$ cat src/rtl/timer_pkg.sv
// timer_pkg: shared FSM state encoding for the timer arbiter
package timer_pkg;
  typedef enum logic [1:0] {IDLE, RUN, DONE} state_t;
endpackage

$ cat src/rtl/rr_select.sv
// rr_select: combinational round-robin pick, searching upward from last+1
module rr_select #(
  parameter int M = 4,
  parameter int W = 2
) (
  input  logic [M-1:0] req,
  input  logic [W-1:0] last,
  output logic [M-1:0] sel,
  output logic         valid
);
  // descending scan so the nearest index after last overwrites farther ones
  always_comb begin
    sel = '0;
    for (int k = M; k >= 1; k--)
      if (req[(int'(last) + k) % M]) sel = M'(1) << ((int'(last) + k) % M);
  end
  assign valid = |req;
endmodule

$ cat src/rtl/timer_arbiter.sv
// timer_arbiter: round-robin grant of a shared tick timer with done pulse
module timer_arbiter
  import timer_pkg::*;
#(
  parameter int N = 8,
  parameter int M = 4
) (
  input  logic           clk,
  input  logic           rst,
  input  logic           ena,
  input  logic [M-1:0]   req,
  input  logic [M*N-1:0] ticks,
  output logic [M-1:0]   grant,
  output logic [M-1:0]   done,
  output logic           busy
);
  localparam int W = M > 1 ? $clog2(M) : 1;
  state_t state, state_n;
  logic [N-1:0] count, tl, tl_eff;
  logic [W-1:0] last, win, sel_idx;
  logic [M-1:0] sel;
  logic sel_v, abort, expire;
  rr_select #(.M(M), .W(W)) u_rr (.req(req), .last(last), .sel(sel), .valid(sel_v));
  always_comb begin
    sel_idx = '0;
    for (int i = 0; i < M; i++) if (sel[i]) sel_idx = W'(i);
  end
  assign tl_eff = tl == '0 ? N'(1) : tl;
  assign abort  = !req[win];
  assign expire = ena && count >= tl_eff - N'(1);
  assign busy   = state != IDLE;
  always_comb begin
    state_n = state;
    case (state)
      IDLE:    state_n = sel_v ? RUN : IDLE;
      RUN:     state_n = abort ? IDLE : expire ? DONE : RUN;
      default: state_n = IDLE;
    endcase
  end
  always_ff @(posedge clk or posedge rst) begin
    if (rst) begin
      state <= IDLE;
      grant <= '0;
      done  <= '0;
      count <= '0;
      tl    <= '0;
      win   <= '0;
      last  <= W'(M - 1);
    end else begin
      state <= state_n;
      done  <= '0;
      if (state == IDLE && sel_v) begin
        win   <= sel_idx;
        tl    <= ticks[int'(sel_idx)*N +: N];
        count <= '0;
        grant <= sel;
      end else if (state == RUN) begin
        if (abort || expire) begin
          grant <= '0;
          last  <= win;
          done  <= abort ? '0 : M'(1) << win;
        end else if (ena) count <= count + N'(1);
      end
    end
  end
endmodule
$ cat config.mk
export PLATFORM = sky130hd
export DESIGN_NAME = timer_arbiter
export DESIGN_NICKNAME = d
export VERILOG_FILES = /design/src/rtl/timer_pkg.sv /design/src/rtl/rr_select.sv /design/src/rtl/timer_arbiter.sv
export SDC_FILE = /design/constraint.sdc
export NUM_CORES = 1
export LEC_CHECK = 0
export CAP_MARGIN = 20
export CORE_UTILIZATION = 45
export DETAILED_ROUTE_END_ITERATION = 16
export GPL_ROUTABILITY_DRIVEN = 0
export HOLD_SLACK_MARGIN = 0.15
export PLACE_DENSITY = 0.75
export SYNTH_ARGS = -nofsm -noshare
export SYNTH_HDL_FRONTEND = slang
export SYNTH_SLANG_ARGS = --single-unit
$ cat constraint.sdc
create_clock -name clk -period 4.8 [get_ports clk]
set_clock_uncertainty 0.2 [all_clocks]
set_input_delay 0.96 -clock clk [delete_from_list [all_inputs] [get_ports clk]]
set_output_delay 0.96 -clock clk [all_outputs]
set_load 0.01 [all_outputs]
======== Word-level counts from Yosys, hierarchy flattened ========
Cells that the tools add are included.
Widths: inputs -> output; s select.
storage, ports and cells
  output and inout bits ................... 9
  logic and storage cells ................. 87
  bits in registers ....................... 30
operators by class
  bitwise logic cells ..................... 5
  magnitude comparators ................... 6
  reduce and logical (&&, ||, !) cells .... 18
  shift-type cells ........................ 6
  equal/unequal tests ..................... 2
  add/sub/neg operators ................... 6
  mux-type cells .......................... 37
operator list
  cell                  number
  $shl 1x32->4 const A  4
  $mux 4                11
  $mux 8                5
  $shiftx 32x6->8       1
  $lt 3x4->1 const B    4
  $mux 1                11
  $bmux 1 s2            5
  $add 8x1->8 const B   1
  $ge 8x8->1            1
  $logic_not 8->1       1
  $mux 2                4
  $reduce_bool 2->1     4
  $reduce_or 2->1       4
  $sub 8x1->8 const B   1
  $reduce_and 3->1      2
  $add 2x1->2 const B   2
  $add 2x2->2 const B   2
  $and 1x1->1 const A   4
  $pmux 2 s2            1
  $reduce_or 4->1       1
  $shl 1x2->4 const A   1
  $lt 2x3->1 const B    1
  $eq 2x1->1 const B    1
  $logic_and 1x1->1     2
  other kinds (6)       6

======== Depth between registers and ports, before layout ========
Gate-level depths: netlist (run 1).
  word-level depth ........................ 14
  gate-level depth with buffers ........... 16
  mapped depth without buffers ............ 16

======== Hierarchy ========
From an unflattened synthesis (run 1), not the netlist that was laid out.
unflattened totals
  cells, all modules ...................... 245
  area total of the unflattened synthesis .. 2182.1 sq um
modules (own cells, without submodules)
  module         times used  cells each  area each (sq um)
  timer_arbiter  1           200         1796.7
  rr_select      1           45          385.4

======== Worst setup path before layout (run 1) ========
OpenSTA, ideal clock, no wires.
  path type ............................... flip-flop to flip-flop
  start point ............................. reg tl[4]
  end point ............................... reg count[7]
  arrival ................................. 3051 ps
  period minus slack after synthesis ...... 3372 ps
  slack ................................... 1428 ps
  buffers on the path ..................... 0
  data required time ...................... 4480 ps
  cell stages (with the launch flop) ...... 16
  path through ............................ dfrtp_1 > nor4_1 > nand2_1 > nor2_1 > nor2_1 > ha_1 > nand2_1 > xor2_1 > ha_1 > a21o_1 > a21o_1 > a21oi_1 > o21ai_1 > a2111oi_2 > a31oi_1 > a41o_1
between the ends
  word-level cells in the longest chain between the ends .. 8
ends and longest elaborated chain
  element                              RTL line             source
  start: declaration                   timer_arbiter.sv:19  logic [N-1:0] count, tl, tl_eff;
  start signal: assignment             timer_arbiter.sv:54  tl <= ticks[int'(sel_idx)*N +: N];
  $logic_not 8->1                      timer_arbiter.sv:28  assign tl_eff = tl == '0 ? N'(1) : tl;
  $mux 8 *                             timer_arbiter.sv:28
  $sub 8x1->8 *                        timer_arbiter.sv:30  assign expire = ena && count >= tl_eff - N'(1);
  $ge 8x8->1 *                         timer_arbiter.sv:30
  $logic_and 1x1->1 *                  timer_arbiter.sv:30
  $logic_or 1x1->1 *                   timer_arbiter.sv:58  if (abort || expire) begin
  $ne 2x2->1 (no source line) *        --
  $reduce_and 3->1 (no source line) *  --
  end signal: assignment               timer_arbiter.sv:62  end else if (ena) count <= count + N'(1);
  end: declaration                     timer_arbiter.sv:19
Mark *: on every way between the ends. The rest lies on a longest branch, timed or not.
A chain may end at the register's enable or synchronous reset.

======== Worst setup path after layout (run 1) ========
  start point ............................. reg tl[3]
  end point ............................... reg last[0]
between the ends
  word-level cells in the longest chain between the ends .. 7
ends and longest elaborated chain
  element                              RTL line             source
  $logic_not 8->1                      timer_arbiter.sv:28
  $mux 8 *                             timer_arbiter.sv:28
  $sub 8x1->8 *                        timer_arbiter.sv:30
  $ge 8x8->1 *                         timer_arbiter.sv:30
  $logic_and 1x1->1 *                  timer_arbiter.sv:30
  $logic_or 1x1->1 *                   timer_arbiter.sv:58
  $reduce_and 3->1 (no source line) *  --
  end signal: assignment               timer_arbiter.sv:48  last <= W'(M - 1);
  end signal: assignment               timer_arbiter.sv:60  last <= win;
  end: declaration                     timer_arbiter.sv:20  logic [W-1:0] last, win, sel_idx;
Marked as above.

==> impl_metrics.sql, run 1 <==
INSERT INTO impl_metrics (metric_group, metric, value, unit) VALUES
('logic_synthesis', 'syn_area', '2160', 'um^2'),
('routing', 'detail_route.first_pass.iterations', '10', ''),
('global_route', 'gr-total-overflow', '0', ''),
('clock_tree', 'cts_tree', 'done', ''),
('timing', 'finalHoldViolCount', '0', ''),
('timing', 'number_of_failing_setup_endpoints_in_the_final_timing_report', '0', ''),
('logic_synthesis', 'synthesis.instances', '224', ''),
('layout', 'layout_overhead_on_the_synthesized_area', '28.2', '%'),
('routing', 'drtIter0Drc', '87', ''),
('layout', 'final_layout_size_suffix_gt1_frac', '0.102', ''),
('routing', 'ant_nets', '0', ''),
('setup_path', 'worstSetupPathType', 'flop to flop', ''),
('clock_tree', 'cts_setup_buffers', '0', ''),
('routing', 'vias_per_cell', '5.64', ''),
('setup_path', 'critPathTopFamily', 'compound AO/OA/AOI/OAI gates', ''),
('clock_tree', 'clock-sinks', '30', ''),
('setup_path', 'timing.critical_path.cells', 'nor4_1 > nand2_1 > nor2_1 > nor2_1 > ha_1 > nand2_1 > xor2_1 > ha_1 > a21o_1 > a21o_1 > a21oi_1 > o21ai_1 > a41oi_1 > mux2_2', ''),
('layout', 'commonest_cells_after_routing_fill_and_taps_aside', 'sky130_fd_sc_hd__clkdlybuf4s50_1, sky130_fd_sc_hd__nand2_1, sky130_fd_sc_hd__dfrtp_1', ''),
('layout', 'num-fill-cells', '378', ''),
('timing', 'setup_repair_after_global_routing_missed_its_margin', 'false', ''),
('routing', 'routedWlPerCell', '14.3', 'um'),
('placed_design', 'dp.final_hpwl', '3.52', 'mm'),
('layout', 'design.final.nets', '330', ''),
('global_route', 'wire_length_of_the_first_global_routing_pass', '8.30', 'mm'),
('flow_run', 'max_cap_viol', '0', ''),
('setup_path', 'critical_path_depth', '14', ''),
('layout', 'final_common_cell', 'sky130_fd_sc_hd__clkdlybuf4s50_1', ''),
('logic_synthesis', 'synth.yosys.warnings', '0', ''),
('setup_path', 'biggest_fanout_along_the_worst_timing_path', '6', ''),
('global_route', 'largest_net_degree_at_the_start_of_global_routing', '31', ''),
('logic_synthesis', 'nets_in_the_synthesized_netlist', '281', ''),
('global_route', 'groute.usage.overall', '0.208', ''),
('die', 'fp.dieW', '71.4', 'um'),
('power', 'worst_ir_drop_vdd', '0.416', 'mV'),
('global_route', 'grt_pass1_vias', '1769', ''),
('clock_tree', 'worst_setup_hold_path_clk_slew', '0.07', 'ns'),
('logic_synthesis', 'synth_cell_types', '51', ''),
('setup_path', 'timing.critical_path.slowest_cell_delay', '0.64', 'ns'),
('setup_path', 'worst_setup_path_end_kind', 'flop', ''),
('timing', 'finalCriticalPeriod', '3.84', 'ns'),
('run_status', 'status', 'finished with violations', ''),
('clock_tree', 'cts_buffers', '5', ''),
('timing', 'relSlewSlack', '0.536', ''),
('clock_tree', 'cts.path.max_buffers', '2', ''),
('setup_path', 'worst_setup_path_start_kind', 'flop', ''),
('power', 'power_density_relative_to_cell_area', '641', 'nW/um^2'),
('timing', 'timing_max_transition_violations_final', '0', ''),
('clock_tree', 'cts.repair.resized', '0', ''),
('setup_path', 'regToRegSetupSlack', '0.96', 'ns'),
('clock_tree', 'htree_num_levels', '2', ''),
('placed_design', 'place_worst_setup_slack', '0.879', 'ns'),
('die', 'initial_utilization', '0.484', ''),
('timing', 'worst-slew-pin-transition', '0.687', 'ns'),
('run_status', 'violations', 'DRC', ''),
('layout', 'antenna_cells', '0', ''),
('min_path', 'worstHoldPathCells', '2', ''),
('timing', 'fin_setup_tns', '0', 'ns'),
('setup_path', 'worstPathRequired', '4.82', 'ns'),
('routing', 'drc', '1', ''),
('timing', 'maxClockFrequency', '0.261', 'GHz'),
('clock_tree', 'cts_hold_buffers', '0', ''),
('die', 'core', '4470', 'um^2'),
('die', 'core.rowCount', '24', ''),
('global_route', 'antenna_found_initial', '0', ''),
('clock_tree', 'clock_insertion_delay_worst_skew', '0.29', 'ns'),
('power', 'p_leak', '1.26', 'nW'),
('routing', 'finalWirelength', '4.67', 'mm'),
('die', 'io_pins', '48', ''),
('logic_synthesis', 'synth-seq-area-share', '0.348', ''),
('setup_path', 'critical_path_cell_with_the_highest_stage_delay', 'sky130_fd_sc_hd__a41oi_1', ''),
('logic_synthesis', 'synth_seq_cells', '30', '');
per-layer routing:
| metal | up-vias | track usage | share of wire |
|---|---|---|---|
| met1 | 881 | 0.293 | 0.48 |
| met2 | 35 | 0.319 | 0.47 |
| li1 | 916 | - | - |
| met4 | 0 | 0.0867 | 0.018 |
| met3 | 7 | 0.0352 | 0.030 |
| met5 | - | 0 | 0 |
per-stage QoR:
step,instances,hold WS (ns),total power (W),cell area (um^2),util
after CTS,326,0.307,0.00180,2770,0.620
after detailed placement,318,0.293,0.00153,2660,0.595
final,326,0.305,0.00178,2770,0.620
after global placement,318,0.293,0.00150,2660,0.595
after floorplan,224,0.272,0.00130,2160,-
after global routing,326,0.342,0.00196,2770,0.620
layout make-up:
cell class / instances / area (um^2) / area share
tap: 52 / 65.1 / 0.0235
multi-input combinational: 176 / 1320 / 0.475
inverter: 12 / 45.0 / 0.0162
sequential: 30 / 753 / 0.272
timing repair buffer: 48 / 478 / 0.172
clock inverter: 3 / 45.0 / 0.0162
clock buffer: 5 / 68.8 / 0.0248
final timing paths:
check,end,from
max in group asynchronous,last[1],rst
setup / recovery,last[0],tl[3]
hold reg to reg,tl[0],tl[0]
min in group asynchronous,state[0],rst
setup reg to reg,last[0],tl[3]
hold / removal,tl[0],tl[0]
sequential cells by signal, summed over array words and instances, names as in the netlist:
signal,count
count,8
done,4
grant,4
last,2
state,2
tl,8
win,2
report_power, final:
part | total [W] | leakage (nW) | internal (W) | switching (W)
Sequential | 0.000435 | 0.388 | 0.000340 | 0.0000957
Combinational | 0.00109 | 0.824 | 0.000495 | 0.000592
Clock | 0.000255 | 0.0504 | 0.000154 | 0.000101
cells in the mapped netlist, types with 2 or more instances:
cell                        count  area share
sky130_fd_sc_hd__a21o_1         3       0.010
sky130_fd_sc_hd__xnor2_1        5       0.020
sky130_fd_sc_hd__nor2_1        20       0.035
sky130_fd_sc_hd__buf_6          2       0.010
sky130_fd_sc_hd__mux4_2         3       0.031
sky130_fd_sc_hd__dfstp_2        2       0.024
sky130_fd_sc_hd__inv_1         12       0.021
sky130_fd_sc_hd__xor2_1         3       0.012
sky130_fd_sc_hd__nand4_1        4       0.012
sky130_fd_sc_hd__a2111oi_2      2       0.014
sky130_fd_sc_hd__a21oi_1        9       0.021
sky130_fd_sc_hd__or2_2          2      0.0058
sky130_fd_sc_hd__o21ai_1        9       0.021
sky130_fd_sc_hd__dfrtp_1       28        0.32
sky130_fd_sc_hd__nor3_1         3      0.0069
sky130_fd_sc_hd__nand2_1       32       0.055
sky130_fd_sc_hd__a221o_1        2      0.0092
sky130_fd_sc_hd__nor4_1         2      0.0058
sky130_fd_sc_hd__mux2i_1       10       0.046
sky130_fd_sc_hd__o21ai_0        6       0.014
sky130_fd_sc_hd__ha_1          18        0.10
sky130_fd_sc_hd__mux2_2         2       0.010
sky130_fd_sc_hd__a211oi_1       2      0.0069
sky130_fd_sc_hd__and3_1         2      0.0058
sky130_fd_sc_hd__nor3b_1        5       0.017
sky130_fd_sc_hd__mux4_1         2       0.024
sky130_fd_sc_hd__a221oi_1       8       0.032
sky130_fd_sc_hd__nand3_1        3      0.0069
worst register-to-register path, stage by stage, from the launching register on:
cell                      delay (ns)
sky130_fd_sc_hd__dfrtp_1        0.43
sky130_fd_sc_hd__nor4_1         0.36
sky130_fd_sc_hd__nand2_1        0.11
sky130_fd_sc_hd__nor2_1         0.11
sky130_fd_sc_hd__nor2_1         0.09
sky130_fd_sc_hd__ha_1           0.24
sky130_fd_sc_hd__nand2_1        0.09
sky130_fd_sc_hd__xor2_1         0.16
sky130_fd_sc_hd__ha_1           0.27
sky130_fd_sc_hd__a21o_1         0.19
sky130_fd_sc_hd__a21o_1         0.17
sky130_fd_sc_hd__a21oi_1        0.13
sky130_fd_sc_hd__o21ai_1        0.17
sky130_fd_sc_hd__a41oi_1        0.64
sky130_fd_sc_hd__mux2_2         0.41
kinds of logic (layout without fill, tap and decap cells):
kind of cell / count (synthesis) / in the layout / synth area share
and+or+nand+nor: 82 / 82 / 0.190
AOI/OAI and AO/OA: 51 / 51 / 0.171
DFF: 30 / 30 / 0.348
buffers and inverters: 18 / 68 / 0.0428
muxes: 17 / 17 / 0.112
xor gates and xnor gates: 8 / 8 / 0.0324
adders and majority gates: 18 / 18 / 0.104
(Power assumes the default switching activity.)
==> inputs of run 2 (changes only) <==
clock period = 3.82 ns   (was 4.8 ns; I/O delays follow)
==> run 2 against run 1 <==
  * The flow still finishes with violations (DRC)
  * Critical path depth is 1 higher
  * Non-clock buffer count is 3 higher
  * Combinational power is 30% higher
  * Critical path type unchanged
  * Largest power group unchanged
  * Highest routed layer unchanged
==> impl_metrics.sql, run 2 (synthesis gave the netlist of run 1 again) <==
INSERT INTO impl_metrics (metric_group, metric, value, unit) VALUES
('routing', 'finalWirelength', '4.84', 'mm'),
('setup_path', 'crit-reg2reg-capture', 'count[7]', ''),
('power', 'netSwitchingFraction', '0.451', ''),
('power', 'total_switching_power', '0.00101', 'W'),
('die', 'fp.dieH', '71.4', 'um'),
('timing', 'timing_max_transition_violations_final', '0', ''),
('power', 'power_frac_clock', '0.118', ''),
('routing', 'vias', '1859', ''),
('run_status', 'status', 'finished with violations', ''),
('setup_path', 'regToRegSetupSlack', '0.25', 'ns'),
('setup_path', 'cp_num_buf_inv', '0', ''),
('setup_path', 'timing.critical_path.slowest_cell_delay', '0.47', 'ns'),
('setup_path', 'worst_setup_path_end_kind', 'flop', ''),
('timing', 'relSlewSlack', '0.552', ''),
('layout', 'largestRegisters', 'count x8, tl x8', ''),
('routing', 'drc', '1', ''),
('timing', 'finalHoldViolCount', '0', ''),
('timing', 'setup_repair_after_global_routing_missed_its_margin', 'false', ''),
('layout', 'layout_overhead_on_the_synthesized_area', '29.7', '%'),
('power', 'share_comb_of_total_power', '0.634', ''),
('min_path', 'hold_path_startpoint', 'grant[3]', ''),
('setup_path', 'critical_path_cell_with_the_highest_stage_delay', 'sky130_fd_sc_hd__a2111oi_4', ''),
('routing', 'detail_route.first_pass.iterations', '10', ''),
('timing', 'maxClockFrequency', '0.280', 'GHz'),
('setup_path', 'timing.critical_path.cells', 'nor4_2 > nand2_1 > nor2_1 > nor2_1 > ha_1 > nand2_1 > xor2_1 > ha_1 > a21o_1 > a21o_1 > a21oi_1 > o21ai_1 > a2111oi_4 > a31oi_1 > a41o_1', ''),
('setup_path', 'ff2ff_path_depth', '15', ''),
('die', 'design.die.area', '5090', 'um^2'),
('global_route', 'wire_length_of_the_first_global_routing_pass', '7.85', 'mm'),
('die', 'initial_utilization', '0.484', ''),
('setup_path', 'worst_r2r_startpoint', 'tl[4]', ''),
('clock_tree', 'cts_tree', 'done', ''),
('layout', 'final_common_cell', 'sky130_fd_sc_hd__clkdlybuf4s50_1', ''),
('power', 'p_leak', '1.28', 'nW'),
('global_route', 'grt_pass1_vias', '1734', ''),
('timing', 'number_of_failing_setup_endpoints_in_the_final_timing_report', '0', ''),
('routing', 'vias_per_cell', '5.65', ''),
('clock_tree', 'clock-sinks', '30', ''),
('layout', 'final_layout_size_suffix_gt1_frac', '0.112', ''),
('clock_tree', 'clock_insertion_delay_worst_skew', '0.29', 'ns'),
('power', 'power_density_relative_to_cell_area', '796', 'nW/um^2'),
('timing', 'hold_ws', '0.326', 'ns'),
('global_route', 'gr-total-overflow', '0', ''),
('clock_tree', 'worst_setup_hold_path_clk_slew', '0.06', 'ns'),
('min_path', 'worstHoldPathCells', '2', ''),
('layout', 'commonest_cells_after_routing_fill_and_taps_aside', 'sky130_fd_sc_hd__clkdlybuf4s50_1, sky130_fd_sc_hd__nand2_1, sky130_fd_sc_hd__dfrtp_1', ''),
('global_route', 'largest_net_degree_at_the_start_of_global_routing', '31', ''),
('setup_path', 'worstSetupPathType', 'flop to flop', ''),
('routing', 'routedWlPerCell', '14.7', 'um'),
('clock_tree', 'buffer_type_at_the_clock_tree_root', 'sky130_fd_sc_hd__clkbuf_8', ''),
('die', 'fp.dieW', '71.4', 'um'),
('setup_path', 'crit_start', 'tl[4]', ''),
('timing', 'timing.final.crit_share', '0.934', ''),
('layout', 'design.final.nets', '333', ''),
('routing', 'ant_nets', '0', ''),
('die', 'core', '4470', 'um^2'),
('global_route', 'antenna_found_initial', '0', ''),
('clock_tree', 'cts_hold_buffers', '0', ''),
('timing', 'worst-slew-pin-transition', '0.670', 'ns'),
('setup_path', 'critPathTopFamily', 'compound AO/OA/AOI/OAI gates', ''),
('run_status', 'violations', 'DRC', ''),
('placed_design', 'dp.final_hpwl', '3.60', 'mm'),
('setup_path', 'crit_arrival', '3.54', 'ns'),
('setup_path', 'worstPathRequired', '3.80', 'ns'),
('routing', 'drtIter0Drc', '126', ''),
('global_route', 'groute.usage.overall', '0.198', ''),
('timing', 'fin_setup_tns', '0', 'ns'),
('placed_design', 'port-buffer-count', '47', ''),
('power', 'seq_power_share', '0.247', ''),
('flow_run', 'max_cap_viol', '0', ''),
('timing', 'finalCriticalPeriod', '3.57', 'ns'),
('clock_tree', 'cts_buffers', '5', ''),
('setup_path', 'biggest_fanout_along_the_worst_timing_path', '5', ''),
('setup_path', 'worst_setup_path_start_kind', 'flop', ''),
('clock_tree', 'htree_num_levels', '2', ''),
('power', 'internal_power', '0.00123', 'W'),
('min_path', 'hold_path_end', 'grant[3]', ''),
('layout', 'antenna_cells', '0', ''),
('die', 'core.rowCount', '24', ''),
('clock_tree', 'cts.path.max_buffers', '2', ''),
('min_path', 'worstHoldPathType', 'flop to flop', ''),
('die', 'io_pins', '48', ''),
('power', 'worst_ir_drop_vdd', '0.627', 'mV');
[run 2: cell count changes in the layout (fill, tap and decap cells not counted)]
cell / change
sky130_fd_sc_hd__buf_4: +3
sky130_fd_sc_hd__a2111oi_2: -2
sky130_fd_sc_hd__a2111oi_4: +2
sky130_fd_sc_hd__clkinvlp_4: -2
sky130_fd_sc_hd__a2111oi_0: -1
sky130_fd_sc_hd__a2111oi_1: +1
sky130_fd_sc_hd__bufinv_16: -1
sky130_fd_sc_hd__clkbuf_1: +1
sky130_fd_sc_hd__clkbuf_8: +1
sky130_fd_sc_hd__clkinv_2: +1
sky130_fd_sc_hd__nor4_1: -1
sky130_fd_sc_hd__nor4_2: +1
[run 2: power by group through the flow]
stage                     Clock [W]  Sequential, W  Combinational (W)
final                      0.000264       0.000553            0.00142
after global routing       0.000281       0.000568            0.00160
after CTS                  0.000268       0.000550            0.00141
after detailed placement          0       0.000552            0.00140
after global placement            0       0.000550            0.00137
after floorplan                   0       0.000518            0.00111
[run 2: layout make-up]
class	count	area [um^2]
clock buffer	7	86.3
fill	384	1670
multi-input combinational	176	1350
timing repair buffer	51	500
inverter	12	45.0
clock inverter	1	5.00
sequential	30	753
tap	52	65.1
[run 2: how the worst max path moves through the flow]
stage,endpoint,slack [ns],cells past startpoint
2_1_floorplan,count[7],0.45,15
3_5_place_dp,count[7],0.20,15
3_3_place_gp,count[7],0.27,15
6_report,count[7],0.25,15
5_1_grt,count[7],0.001,15
4_1_cts,count[7],0.17,15
[run 2: timing repair]
action | 4_1_cts | 5_1_grt
setup buffers | 0 | 0
gates resized for setup | 0 | 4
hold endpoints to repair | 0 | 0
setup endpoints to repair | 0 | 6
[run 2: through the flow]
stage               power, W  instance area, um^2   util  setup WS, ns  std cells
finish               0.00223                 2810  0.627         0.254        329
global route         0.00245                 2810  0.627      0.000976        329
CTS                  0.00223                 2770  0.620         0.172        329
detailed placement   0.00196                 2680  0.600         0.202        321
global placement     0.00192                 2680  0.600         0.273        321
floorplan            0.00163                 2160      -         0.448        224
[run 2: worst register-to-register path, cell delays in order (launching register included)]
cell and delay (ns):
sky130_fd_sc_hd__dfrtp_1 0.42, sky130_fd_sc_hd__nor4_2 0.33, sky130_fd_sc_hd__nand2_1 0.10, sky130_fd_sc_hd__nor2_1 0.10
sky130_fd_sc_hd__nor2_1 0.07, sky130_fd_sc_hd__ha_1 0.22, sky130_fd_sc_hd__nand2_1 0.08, sky130_fd_sc_hd__xor2_1 0.15
sky130_fd_sc_hd__ha_1 0.26, sky130_fd_sc_hd__a21o_1 0.18, sky130_fd_sc_hd__a21o_1 0.17, sky130_fd_sc_hd__a21oi_1 0.15
sky130_fd_sc_hd__o21ai_1 0.22, sky130_fd_sc_hd__a2111oi_4 0.47, sky130_fd_sc_hd__a31oi_1 0.13, sky130_fd_sc_hd__a41o_1 0.21
[run 2: metal layers]
| metal | part of all wire | GRT usage |
|---|---|---|
| met1 | 0.46 | 0.264 |
| met2 | 0.49 | 0.321 |
| met3 | 0.039 | 0.0394 |
| met4 | 0.016 | 0.0733 |
| met5 | 0 | 0 |
